### src/rtl/aes_round_ctrl_if.sv
// Handshake and datapath-control bundle between the AES round controller and its neighbours.
// The controller uses the slave view; the issuing/consuming side uses the master view.
interface aes_round_ctrl_if;
    logic       start;
    logic       in_ready;
    logic       init_en;
    logic       sub_en;
    logic       key_en;
    logic [7:0] rcon;
    logic       round_en;
    logic       mix_bypass;
    logic [3:0] round_num;
    logic       busy;
    logic       out_valid;
    logic       out_ready;

    modport master (
        output start,
        output out_ready,
        input  in_ready,
        input  init_en,
        input  sub_en,
        input  key_en,
        input  rcon,
        input  round_en,
        input  mix_bypass,
        input  round_num,
        input  busy,
        input  out_valid
    );

    modport slave (
        input  start,
        input  out_ready,
        output in_ready,
        output init_en,
        output sub_en,
        output key_en,
        output rcon,
        output round_en,
        output mix_bypass,
        output round_num,
        output busy,
        output out_valid
    );
endinterface

### src/rtl/aes_round_ctrl.sv
// AES-128 round sequencer: initial AddRoundKey, NUM_ROUNDS SubBytes/commit rounds, Rcon generation.
// Every control strobe is a register loaded one state ahead, so outputs are glitch-free.
module aes_round_ctrl #(
    parameter int NUM_ROUNDS = 10,
    parameter int SBOX_LAT   = 1
) (
    input  logic            clk,
    input  logic            n_rst,
    aes_round_ctrl_if.slave bus
);

    typedef enum logic [2:0] {
        S_IDLE   = 3'd0,
        S_INIT   = 3'd1,
        S_SUB    = 3'd2,
        S_COMMIT = 3'd3,
        S_DONE   = 3'd4
    } state_t;

    localparam logic [3:0] LAST_ROUND = 4'(NUM_ROUNDS);
    localparam logic [2:0] SUB_LAST   = 3'(SBOX_LAT - 1);

    // GF(2^8) doubling with the AES reduction polynomial.
    function automatic logic [7:0] rcon_next(input logic [7:0] rc);
        return {rc[6:0], 1'b0} ^ (rc[7] ? 8'h1B : 8'h00);
    endfunction

    state_t     r_state;
    logic [2:0] r_wait_cnt;
    logic [3:0] r_round_num;
    logic [7:0] r_rcon;
    logic       r_idle;
    logic       r_init_en;
    logic       r_sub_en;
    logic       r_key_en;
    logic       r_round_en;
    logic       r_mix_bypass;
    logic       r_busy;
    logic       r_out_valid;
    logic       w_in_ready;

    // A finished block being drained this cycle frees the controller for a back-to-back start.
    assign w_in_ready     = r_idle | (r_out_valid & bus.out_ready);
    assign bus.in_ready   = w_in_ready;
    assign bus.init_en    = r_init_en;
    assign bus.sub_en     = r_sub_en;
    assign bus.key_en     = r_key_en;
    assign bus.rcon       = r_rcon;
    assign bus.round_en   = r_round_en;
    assign bus.mix_bypass = r_mix_bypass;
    assign bus.round_num  = r_round_num;
    assign bus.busy       = r_busy;
    assign bus.out_valid  = r_out_valid;

    // Sequencer state, counters and registered control strobes.
    always_ff @(posedge clk or negedge n_rst) begin
        if (!n_rst) begin
            r_state      <= S_IDLE;
            r_wait_cnt   <= 3'd0;
            r_round_num  <= 4'd0;
            r_rcon       <= 8'h01;
            r_idle       <= 1'b1;
            r_init_en    <= 1'b0;
            r_sub_en     <= 1'b0;
            r_key_en     <= 1'b0;
            r_round_en   <= 1'b0;
            r_mix_bypass <= 1'b0;
            r_busy       <= 1'b0;
            r_out_valid  <= 1'b0;
        end else begin
            r_init_en    <= 1'b0;
            r_sub_en     <= 1'b0;
            r_key_en     <= 1'b0;
            r_round_en   <= 1'b0;
            r_mix_bypass <= 1'b0;
            if (r_key_en) begin
                r_rcon <= rcon_next(r_rcon);
            end else begin
                r_rcon <= r_rcon;
            end

            case (r_state)
                S_IDLE: begin
                    if (bus.start) begin
                        r_state     <= S_INIT;
                        r_idle      <= 1'b0;
                        r_busy      <= 1'b1;
                        r_init_en   <= 1'b1;
                        r_rcon      <= 8'h01;
                        r_round_num <= 4'd0;
                    end else begin
                        r_state <= S_IDLE;
                    end
                end
                S_INIT: begin
                    r_state     <= S_SUB;
                    r_round_num <= 4'd1;
                    r_sub_en    <= 1'b1;
                    r_key_en    <= 1'b1;
                    r_wait_cnt  <= 3'd0;
                end
                S_SUB: begin
                    if (r_wait_cnt == SUB_LAST) begin
                        r_state      <= S_COMMIT;
                        r_round_en   <= 1'b1;
                        r_mix_bypass <= (r_round_num == LAST_ROUND);
                    end else begin
                        r_wait_cnt <= r_wait_cnt + 3'd1;
                    end
                end
                S_COMMIT: begin
                    if (r_round_num < LAST_ROUND) begin
                        r_state     <= S_SUB;
                        r_round_num <= r_round_num + 4'd1;
                        r_sub_en    <= 1'b1;
                        r_key_en    <= 1'b1;
                        r_wait_cnt  <= 3'd0;
                    end else begin
                        r_state     <= S_DONE;
                        r_busy      <= 1'b0;
                        r_out_valid <= 1'b1;
                    end
                end
                S_DONE: begin
                    if (bus.out_ready) begin
                        r_out_valid <= 1'b0;
                        if (bus.start) begin
                            r_state     <= S_INIT;
                            r_busy      <= 1'b1;
                            r_init_en   <= 1'b1;
                            r_rcon      <= 8'h01;
                            r_round_num <= 4'd0;
                        end else begin
                            r_state <= S_IDLE;
                            r_idle  <= 1'b1;
                        end
                    end else begin
                        r_state <= S_DONE;
                    end
                end
                default: begin
                    r_state     <= S_IDLE;
                    r_idle      <= 1'b1;
                    r_busy      <= 1'b0;
                    r_out_valid <= 1'b0;
                    r_round_num <= 4'd0;
                end
            endcase
        end
    end

endmodule
### src/flat_wrapper.sv
// flat-port wrapper written by rule: the top's interface ports become plain ports
module aes_round_ctrl_flat 
#(
    parameter int NUM_ROUNDS = 10,
    parameter int SBOX_LAT   = 1
)
  (clk, n_rst, bus_start, bus_out_ready, bus_in_ready, bus_init_en, bus_sub_en, bus_key_en, bus_rcon, bus_round_en, bus_mix_bypass, bus_round_num, bus_busy, bus_out_valid);
  aes_round_ctrl_if bus_i ();
  input  logic clk;
  input  logic n_rst;
  input wire logic [$bits(bus_i.start)-1:0] bus_start;
  input wire logic [$bits(bus_i.out_ready)-1:0] bus_out_ready;
  output wire logic [$bits(bus_i.in_ready)-1:0] bus_in_ready;
  output wire logic [$bits(bus_i.init_en)-1:0] bus_init_en;
  output wire logic [$bits(bus_i.sub_en)-1:0] bus_sub_en;
  output wire logic [$bits(bus_i.key_en)-1:0] bus_key_en;
  output wire logic [$bits(bus_i.rcon)-1:0] bus_rcon;
  output wire logic [$bits(bus_i.round_en)-1:0] bus_round_en;
  output wire logic [$bits(bus_i.mix_bypass)-1:0] bus_mix_bypass;
  output wire logic [$bits(bus_i.round_num)-1:0] bus_round_num;
  output wire logic [$bits(bus_i.busy)-1:0] bus_busy;
  output wire logic [$bits(bus_i.out_valid)-1:0] bus_out_valid;
  assign bus_i.start = bus_start;
  assign bus_i.out_ready = bus_out_ready;
  assign bus_in_ready = bus_i.in_ready;
  assign bus_init_en = bus_i.init_en;
  assign bus_sub_en = bus_i.sub_en;
  assign bus_key_en = bus_i.key_en;
  assign bus_rcon = bus_i.rcon;
  assign bus_round_en = bus_i.round_en;
  assign bus_mix_bypass = bus_i.mix_bypass;
  assign bus_round_num = bus_i.round_num;
  assign bus_busy = bus_i.busy;
  assign bus_out_valid = bus_i.out_valid;
  aes_round_ctrl #(.NUM_ROUNDS(NUM_ROUNDS), .SBOX_LAT(SBOX_LAT)) u_core (.clk(clk), .n_rst(n_rst), .bus(bus_i));
endmodule
### config.mk
export PLATFORM = sky130hd
export DESIGN_NAME = aes_round_ctrl_flat
export DESIGN_NICKNAME = d
export VERILOG_FILES = /design/src/rtl/aes_round_ctrl_if.sv /design/src/rtl/aes_round_ctrl.sv /design/src/flat_wrapper.sv
export SDC_FILE = /design/constraint.sdc
export NUM_CORES = 1
export LEC_CHECK = 0
export CAP_MARGIN = 20
export CORE_ASPECT_RATIO = 0.6
export CORE_MARGIN = 2
export CORE_UTILIZATION = 35
export DETAILED_ROUTE_END_ITERATION = 6
export GPL_ROUTABILITY_DRIVEN = 0
export PLACE_DENSITY = 0.64
export SYNTH_ARGS = -nofsm -noshare
export SYNTH_HDL_FRONTEND = slang
export SYNTH_SLANG_ARGS = --single-unit
### constraint.sdc
create_clock -name clk -period 1.7 [get_ports clk]
set_clock_uncertainty 0.05 [all_clocks]
set_input_delay 0.34 -clock clk [delete_from_list [all_inputs] [get_ports clk]]
set_output_delay 0.34 -clock clk [all_outputs]
set_load 0.01 [all_outputs]
== After elaboration in Yosys (flattened, before gate mapping) ==
Cells that the tools add are included.

* Output and inout port bits: 20
* Register bits after elaboration: 25
* Input port bits: 4
* Word-level logic and storage cells: 81

* Magnitude comparators: 1
* Reductions and logical operators: 11
* Add/subtract/negate cells: 2
* Muxes and demuxes: 37
* Bitwise gates (word level): 7
* Eq/ne operators: 12

{| class="wikitable"
|+ Operators with widths
! cell !! number
|-
| $mux W8 || 3
|-
| $pmux W4 S5 || 1
|-
| $mux W1 || 16
|-
| $pmux W8 S2 || 1
|-
| $mux W3 || 5
|-
| $pmux W3 S5 || 1
|-
| $mux W4 || 3
|-
| $reduce_and A3 Y1 || 4
|-
| $ne A2 B2 Y1 const B || 5
|-
| $pmux W3 S3 || 1
|-
| $xor A8 B8 Y8 || 1
|-
| $eq A3 B2 Y1 const B || 2
|-
| $logic_not A3 Y1 || 2
|-
| $pmux W1 S3 || 2
|-
| $reduce_or A3 Y1 || 2
|-
| $mux W5 || 1
|-
| $add A4 B1 Y4 const B || 1
|-
| $eq A4 B4 Y1 const B || 1
|-
| $lt A4 B4 Y1 const B || 1
|-
| $ne A2 B1 Y1 const B || 2
|-
| $not A1 Y1 || 4
|-
| $pmux W1 S2 || 2
|-
| $pmux W1 S4 || 1
|-
| $reduce_and A4 Y1 || 1
|-
| other kinds (7) || 7
|}

== Logic depth before layout (Yosys ltp) ==
* Depth in word-level cells: 6
* Mapped depth: 6
* Depth with buffers taken out: 6

== Least setup slack after synthesis ==
OpenSTA, ideal clock, no wires.

* Kind: reg2reg
* From: register u_core.r_round_num[2], in the netlist u_core.bus.round_num[2]
* To: register u_core.r_wait_cnt[0]
* Buffers on the path: 0
* Setup time: 125 ps
* Arrival: 1276 ps
* Cell stages (with the launch flop): 5
* Period minus slack after synthesis: 1451 ps
* Path slack: 249 ps
* Required time: 1525 ps
* Cell sequence: dfrtp_1 > o2111a_2 > nor3_4 > nand2_2 > mux2_4

* Longest elaborated chain between the ends: 3

{| class="wikitable"
|+ RTL lines
! item !! RTL line !! RTL
|-
| start: declaration || aes_round_ctrl.sv:30 || <nowiki>logic [3:0] r_round_num;</nowiki>
|-
| start signal: assignment || aes_round_ctrl.sv:114 || <nowiki>r_round_num <= r_round_num + 4'd1;</nowiki>
|-
| $lt A4 B4 Y1 || aes_round_ctrl.sv:112 || <nowiki>if (r_round_num < LAST_ROUND) begin</nowiki>
|-
| $ne A2 B1 Y1 (no source line) || -- ||
|-
| $reduce_and A3 Y1 (no source line) || -- ||
|-
| end signal: assignment || aes_round_ctrl.sv:108 || <nowiki>r_wait_cnt <= r_wait_cnt + 3'd1;</nowiki>
|-
| end: declaration || aes_round_ctrl.sv:29 || <nowiki>logic [2:0] r_wait_cnt;</nowiki>
|}

No other way between the ends.
A chain may end at the register's enable or synchronous reset.

== Worst setup path in the final report ==
* From: register u_core.r_rcon[7], in the netlist u_core.bus.rcon[7]
* To: output bus_rcon[7]

{| class="wikitable"
|+ RTL lines
! item !! RTL line !! RTL
|-
| start: declaration || aes_round_ctrl.sv:31 || <nowiki>logic [7:0] r_rcon;</nowiki>
|-
| start signal: assignment || aes_round_ctrl.sv:77 || <nowiki>r_rcon <= rcon_next(r_rcon);</nowiki>
|-
| start signal: assignment || aes_round_ctrl.sv:79 || <nowiki>r_rcon <= r_rcon;</nowiki>
|-
| end: declaration || flat_wrapper.sv:17 || <nowiki>output wire logic [$bits(bus_i.rcon)-1:0] bus_rcon;</nowiki>
|}

No word-level cell between the ends.

==> impl_results.md <==
* Asr flop ratio synth at 1.000
* CTS clk-pin slew, worst paths at 0.09 ns
* Net Switching at 1131 uW
* Initial antenna violation count at 0
* Outcome: finished, final reports clean
* RR Startpoint: u_core.bus.round_num[1]
* Final instance area at 1583 sq um
* Critical Path Sink: bus_rcon[7]
* Via-to-Cell Ratio at 5.005
* Fin util at 0.4821
* Worst Path Class, Setup: flop to primary output
* Internal power at roughly 1800 uW
* Pins Over Slew Limit at 0
* Gate power share at 0.492
* Pwr dens at 1861 nW/um^2
* Critical path's slowest cell: clkdlybuf4s50_1
* RR Endpoint: u_core.r_wait_cnt[0]
* Worst R2R Setup Slack at between 0.1 and 0.15 ns
* Pin count of the biggest net entering global routing at 26
* Critical Path Start: u_core.bus.rcon[7]
* Commonest non-fill, non-tap cell in the layout: clkdlybuf4s50_1
* Combinational family with the most area after synthesis: compound AO/OA/AOI/OAI gates
* Synth Area in Adders at 0.04132
* Slew @ Worst Pin at around 0.34 ns
* Max Freq at 605.8 MHz
* Clk_lat worst skew at approximately 0.26 ns
* Vias in the first global route at 892
* Static power due to leakage at around 0.00069 uW
* Sw Share at 0.3840
* Post-synthesis compound-gate area fraction at 0.1684
* Final std cells w/o fill at 185
* Seq/Total Area, Yosys at 0.5186
* Total grt overflow at 0
* Mux share of post-synthesis cell area at 0.05372
* Final Hold Vio Count at 0
* Crit path max-delay family: buffers and inverters
* Unrepaired setup endpoints after global routing: no
* Max Cap Viol at 0
* P&R area growth vs syn at 30.68%
* Share of post-route cells with drive strength above 1 at 0.2000
* CTS tree: done
* Post-route minimum period at 1.651 ns
* Setup slack after placement at -0.1409 ns
* First-pass GRT wire length at 4236 um
* Fill cells at just over 300
* Inst Count DP at 180
* GR Util All Layers at 0.1379
* Netlist cell types at 39
* Synth Area per Inst at 10.81 sq um
* Mapped Nets at 120
* Worst-path maximum fanout at 6
* Min-Delay Path Class: primary input to asynchronous set/reset pin
* Post-Place Cell Area at 1510 sq um
* CP startpoint kind: flop
* Data arrival, critical path at 1.26 ns
* Die Span Y at between 40 and 50 um
* CTS Buf Count at 3
* Final WL at 2434 um
* Final antenna-violating net count at 0
* Number of DRC markers in iteration 0 at 35
* Top FF cell, synth: dfrtp_1
* Sequential Power Share at 0.390
* Period utilisation layout at 0.9710
* WP data required at between 1 and 1.5 ns
* CP Capture Type: primary output
* Die width at 79.95 um
* N_diodes at 0
* Syn Inst Count at 112
* Final setup violation count at 0
* Multi-input logic area at between 500 and 600 sq um
* Hold_ws at roughly 0.38 ns
* Root buffer cell: clkbuf_8
* Row cnt at 16
* #FFs+latches synth at 25
* Highest cell delay on the worst timing path at 0.56 ns
* Clock power frac at 0.118
* Cell Chain, Critical Path: clkdlybuf4s50_1
* Buffers and inverters on the worst path at 1
* Drt pass-1 iters at 4
* Wire per inst at approximately 13 um
* Synth Area in XOR/XNOR at 0.02169
* Reg area at roughly 630 sq um
* CTS H-tree lvls at 1
* Reg2Reg Depth at 5
* Syn Std Cell Area at 1211 sq um
* Clock sinks at 25
* CTS Buffer Depth at 2
* Synth warnings at 0
* Simple-gate share of the synthesized area at 0.1570
* Vias after detailed routing at between 900 and 1000
* Setup WS post-layout at approximately 0.05 ns
* DIE AREA at 3962 sq um
* Floorplan core area at about 3300 sq um
* Max VDD drop at approximately 780 uV
* Nets@finish at 149
* Post-synth EDFFs at 0
* Port buffer count at 23
* DRC at 0
* Slew headroom at 0.7736
* DPL Wire Length at 1827 um
* Crit path depth at 1
* Initial Utilization at 0.3689
* Most frequent cells in the layout: clkdlybuf4s50_1, dfrtp_1, a21oi_1
* IO Pins at 24
registers in the layout (all words and copies together) (netlist names):
name and flops:
u_core.bus.busy 1, u_core.bus.init_en 1, u_core.bus.mix_bypass 1, u_core.bus.out_valid 1, u_core.bus.rcon 8, u_core.bus.round_en 1, u_core.bus.round_num 4, u_core.bus.sub_en 1
u_core.r_idle 1, u_core.r_state 3, u_core.r_wait_cnt 3
metal layers:
| layer | wire length (um) | part of all wire | up-vias | GRT usage |
|---|---|---|---|---|
| met5 | 0 | 0 | - | 0 |
| li1 | - | - | 449 | - |
| met3 | 175 | 0.072 | 2 | 0.05495 |
| met1 | 1181 | 0.49 | 451 | 0.2021 |
| met2 | 1072 | 0.44 | 24 | 0.1931 |
| met4 | 4 | 0.0016 | 0 | 0.02542 |
synth_stat cells, drive strengths merged (4+ instances only):
library cell | number | area [sq um]
dfrtp | 23 | 575.6
a21oi | 9 | 45.04
nor2 | 9 | 41.29
nand2 | 7 | 28.78
o21ai | 7 | 35.03
inv | 6 | 22.52
mux2i | 5 | 50.05
buf | 4 | 21.27
ha | 4 | 50.05
nand2b | 4 | 25.02
nor3 | 4 | 31.28
logic make-up (layout without fill, tap and decap cells):
logic type               Yosys count  after routing
AND/OR/NAND/NOR                   33             33
flip-flops                        25             25
adder cells (fa/ha/maj)            4              4
buffers and inverters             11             39
AO/OA/AOI/OAI                     30             30
XOR/XNOR                           3              3
multiplexers                       6              6
through the flow:
step | power, uW | setup TNS, ns
after global placement | 2529 | -0.3038
after floorplan | 1925 | 0
after detailed placement | 2576 | -0.4461
after CTS | 2928 | 0
after global routing | 3184 | 0
final | 2946 | 0
worst min path at each step:
stage                          from                    to  slack, ns  cells after the start
detailed placement  u_core.bus.busy       u_core.bus.busy       0.43                      1
CTS                           n_rst  u_core.bus.out_valid       0.38                      2
floorplan                     n_rst       u_core.bus.busy     -0.006                      0
global route                  n_rst    u_core.bus.rcon[2]       0.41                      2
global placement    u_core.bus.busy       u_core.bus.busy       0.43                      1
finish                        n_rst    u_core.bus.rcon[2]       0.38                      2
power by group through the flow:
stage	clock network [uW]	logic [uW]	registers, uW
CTS	360	1410	1160
global placement	0	1380	1150
finish	347	1450	1150
detailed placement	0	1410	1160
global route	389	1600	1200
floorplan	0	751	1170
layout make-up:
type / count / share of cell area
inverter: 6 / 0.01423
tap: 45 / 0.03557
sequential: 25 / 0.4008
clock buffer: 3 / 0.02609
multi-input combinational: 76 / 0.3383
clock inverter: 1 / 0.003162
timing repair buffer: 29 / 0.1818
what timing repair did:
item                       in CTS  in global routing
hold buffers                    0                  0
resized for setup               7                  1
buffers inserted                0                  1
setup endpoints to repair       7                  2
Power figures use the tool's default switching activity.
==> patch 1, RTL diff (config.mk and constraints unchanged) <==
`NUM_ROUNDS` is set to 10 in 2 places; all go to 7.
--- a/src/rtl/aes_round_ctrl.sv
+++ b/src/rtl/aes_round_ctrl.sv
@@ -3,3 +3,3 @@
 module aes_round_ctrl #(
-    parameter int NUM_ROUNDS = 10,
+    parameter int NUM_ROUNDS = 7,
     parameter int SBOX_LAT   = 1
--- a/src/flat_wrapper.sv
+++ b/src/flat_wrapper.sv
@@ -3,3 +3,3 @@
 #(
-    parameter int NUM_ROUNDS = 10,
+    parameter int NUM_ROUNDS = 7,
     parameter int SBOX_LAT   = 1
Function: same outputs for any inputs over 10 cycles, from zero or initial values and one cycle with n_rst low; that may be too few to reach the edited logic, so the function may still have changed.
==> patch 1 against the unedited design <==
Non-clock buffer count is 9 higher; sequential power is 14% lower; worst setup slack worse by 0.0059 ns; routed wire length is 17% higher; synthesized area is 2.1% higher; sequential cell count stayed put; final area is 4.3% higher; sequential share of layout area is 1.9 points lower; power is 4.3% lower; critical endpoint is now bus_round_num[3]; largest cell class unchanged.
==> patch 1: results (changes against the unedited design) <==
clocking:
  h-tree-depth: 1  # unchanged
  cts_resized: 4  # -3
cells_and_area:
  multi_input_area_share_pct: 33.33  # -0.50 points
  nClkBuffers: 4  # +1
  buf_share_pct: 20.76  # +2.6 points
  fin_util_pct: 49.70  # +1.5 points
  num-fill-cells: 318  # +2.3%
  clock_area_share_pct: 2.727  # -0.20 points
  drive_gt1_share_pct: 16.77  # -3.2 points
  nNetsFinal: 163  # +9.4%
  sh_seq_area_pct: 38.18  # -1.9 points
sta:
  period_minus_slack_ns: 1.657  # +0.005894 ns
  worstMarginPinSlew_ns: 0.4980  # +0.1584 ns
power_and_ir_drop:
  vdd_ir_drop_max_mv: 0.6936  # -11%
  power.group.top: "combinational cells"
  powerDensity_nw_per_um2: 1707  # -8.3%
  seq-power_mw: 0.985  # -14%
drt:
  drt_wl_total_mm: 2.858  # +17%
  viasPerCell: 5.200  # +3.9%
  drt_iter0_drc: 89  # +150%
worst_setup_path:
  reg2reg_slack_ns: 0.13  # +0.02 ns
  crit_path_end: "bus_round_num[3]"
  critical_path.max_fanout: 7  # +1
  r2r-end: "u_core.r_state[1]"
  startpoint: "u_core.bus.round_num[3]"
logic_synthesis:
  ys_top_cells_by_count: "dfrtp_1, nand3_1, nor2_1, inv_1, a21oi_1"
  netlist_instances: 120  # +7.1%
  synth_flop_cell: "dfrtp_1"
  yosysSeqAreaShare_pct: 50.81  # -1.0 points
grt:
  grt_use_total_pct: 15.69  # +1.9 points
  grt_pass1_wl_mm: 4.816  # +14%
  grt_pass1_vias: 1014  # +14%
placed_design:
  dp.cells: 194  # +7.8%
  place_area_um2: 1583  # +4.8%
  hpwlAfterDp_mm: 2.108  # +15%
  post-place-ws_ns: -0.1451  # -0.004237 ns
run_status:
  status: "completed"
## patch 1: cell count changes in the layout (fill, tap and decap cells not counted), sizes merged, moves of 2 or more
cell and change:
o311ai +2, and3 +2, o21ai -4, a21oi -3, a21o +2, nor3 -4, a211o +2, nand3b -2
a311o +2, buf +9, nand2 -4, nand3 +10
## patch 1: kinds of logic (layout without fill, tap and decap cells)
kind of cell | Yosys count | after routing | share of synthesized area (%)
xor+xnor | 3 | 3 | 2.126
mux | 4 | 4 | 3.239
flops | 25 | 25 | 50.81
simple gates | 41 | 41 | 17.92
buf+inv | 14 | 49 | 5.162
fa+ha+maj | 3 | 3 | 3.037
compound gates | 30 | 30 | 17.71
## patch 1: routing by layer
metal	GRT usage, %	share of wire, %	up-vias	wire [µm]
met4	3.390	0.73	0	21
met5	0	0	-	0
met2	24.03	45	28	1285
met1	22.89	49	511	1412
met3	3.297	4.9	2	139
li1	-	-	499	-
==> patch 2, RTL diff (same flow settings) <==
Without the edit above. Reset style: synchronous (`n_rst`), changed in one clocked block.
--- a/src/rtl/aes_round_ctrl.sv
+++ b/src/rtl/aes_round_ctrl.sv
@@ -55,3 +55,3 @@
     // Sequencer state, counters and registered control strobes.
-    always_ff @(posedge clk or negedge n_rst) begin
+    always_ff @(posedge clk) begin
         if (!n_rst) begin
Check against the original RTL: differs if n_rst is asserted again (counterexample within 4 cycles, from zero or initial values and one cycle with n_rst low); with n_rst held inactive, the same outputs for 10 cycles.
==> patch 2 against the unedited design <==
Worst setup slack gained 0.017 ns; sequential cell count is the same; synthesized area shrank 8.0%; critical path type unchanged; final area shrank 4.7%; count of clock-buffer cells in the layout is the same; routed wire length grew 3.2%.
Power is not compared: it rests on default switching activity, and its combinational part moved more than twofold at a synthesized area within 25%.
==> patch 2: results (changes against the unedited design) <==
sta:
  timing.slew.headroom_pct: 74.27  # -3.1 points
grt:
  gr-usage-met1_pct: 22.22  # +2.0 points
  grt_pass1_vias: 936  # +4.9%
  grt_start_max_net_pins: 15  # -42%
  grt_use_met2_pct: 24.56  # +5.3 points
  grt_pass1_wl_mm: 4.450  # +5.1%
  antenna_found_initial: 0  # unchanged
  grt_use_total_pct: 15.94  # +2.2 points
  grt_use_met3_pct: 4.151  # -1.3 points
placed_design:
  hpwlAfterDp_mm: 1.951  # +6.8%
  place_area_um2: 1459  # -3.4%
  io_buffer_count: 23  # unchanged
cells_and_area:
  n_antenna_cell: 0  # unchanged
  drive_gt1_share_pct: 12.34  # -7.7 points
  nNetsFinal: 163  # +9.4%
worst_setup_path:
  cpPeakStageDelay_ns: 0.56  # about the same
  critical_path.max_fanout: 6  # unchanged
  startpoint: "u_core.bus.rcon[7]"
  worst_path_dominant_cell_family: "buffers and inverters"
  crit_arrival_ns: 1.24  # -0.02 ns
  r2r_start: "u_core.r_state[1]"
  reg2reg_slack_ns: 0.14  # +0.03 ns
  r2r-end: "u_core.r_wait_cnt[1]"
  rr_worst_depth: 4  # -1
min_path:
  hold_class: "flip-flop to flip-flop"
  holdPathStages: 2
drt:
  met2WireLength_mm: 1.039  # -3.1%
  routedWlPerCell_um: 12.82  # -2.5%
  topRoutingLayerUsed: "met4"
  met3_length_um: 111  # -37%
  via_count: 976  # +5.4%
  drt-met1-wl_mm: 1.342  # +14%
  drt_iter0_drc: 57  # +63%
  drt-pass1-iter-count: 4  # unchanged
logic_synthesis:
  ys_top_cells_by_count: "dfxtp_1, nor2_1, a21oi_1, inv_1, o21ai_0"
  yosysUniqueCellTypes: 34  # -13%
  yosys.area_share.xor_xnor_pct: 2.357  # +0.19 points
  ys_async_sr_fraction_pct: 0  # -100 points
  ys_top_cells_by_area: "dfxtp_1, nor2_1, ha_1, mux2i_1, a21oi_1"
  yosysSeqAreaShare_pct: 44.89  # -7.0 points
  synth_compound_area_share_pct: 20.88  # +4.0 points
  synthAdderAreaFrac_pct: 4.489  # +0.36 points
  syn-num-nets: 131  # +9.2%
  muxShareOfSynthArea_pct: 4.489  # -0.88 points
power_and_ir_drop:
  p_leak_nw: 0.5643
  vdd_ir_drop_max_mv: 0.3722
clocking:
  post_cts_buffers: 0  # unchanged
  cts-root-buf: "clkbuf_8"
  h-tree-depth: 1  # unchanged
  clock_path_buffers: 2  # unchanged
run_status:
  status: "completed"
[patch 2: cell type report]
type / instances / area, µm²
fillers: 277 / 1439
repair buffers: 34 / 324.1
clock buffers: 3 / 41.29
well taps: 42 / 52.55
flip-flops and latches: 25 / 504.2
inverters: 7 / 26.28
clock inverters: 1 / 5.005
multi-input cells: 84 / 554.3
[patch 2: what timing repair did]
item | in CTS | in global routing
resized for setup | 3 | 1
cloned | 0 | 0
endpoints found under the setup margin | 3 | 1
[patch 2: worst max-delay path by stage]
stage	cells past startpoint	end
4_1_cts	1	bus_round_num[3]
2_1_floorplan	4	u_core.r_wait_cnt[1]
5_1_grt	1	bus_rcon[7]
3_5_place_dp	3	bus_in_ready
3_3_place_gp	3	bus_in_ready
6_report	1	bus_rcon[7]
[patch 2: power by group through the flow]
stage | Clock [mW] | Sequential, mW | Combinational (mW)
after floorplan | 0 | 0.653 | 0.109
after global placement | 0 | 0.651 | 0.208
after detailed placement | 0 | 0.654 | 0.212
after CTS | 0.358 | 0.640 | 0.210
after global routing | 0.381 | 0.645 | 0.233
final | 0.345 | 0.639 | 0.208
[patch 2: logic make-up after synthesis]
| logic type | Yosys count |
|---|---|
| xor gates and xnor gates | 3 |
| adders and majority gates | 4 |
| AOI/OAI and AO/OA | 34 |
| buffers and inverters | 14 |
| and+or+nand+nor | 38 |
| DFF | 25 |
| muxes | 5 |
[patch 2: per-stage QoR]
stage,setup WS [ns],cells,total power [mW],hold WS (ns)
6_report,0.06633,196,1.192,0.4395
5_1_grt,0.001422,196,1.260,0.4736
4_1_cts,0.04324,196,1.208,0.4406
3_5_place_dp,-0.1852,192,0.8653,0.4195
3_3_place_gp,-0.1560,192,0.8591,0.4226
2_1_floorplan,0.2478,123,0.7614,0.4249
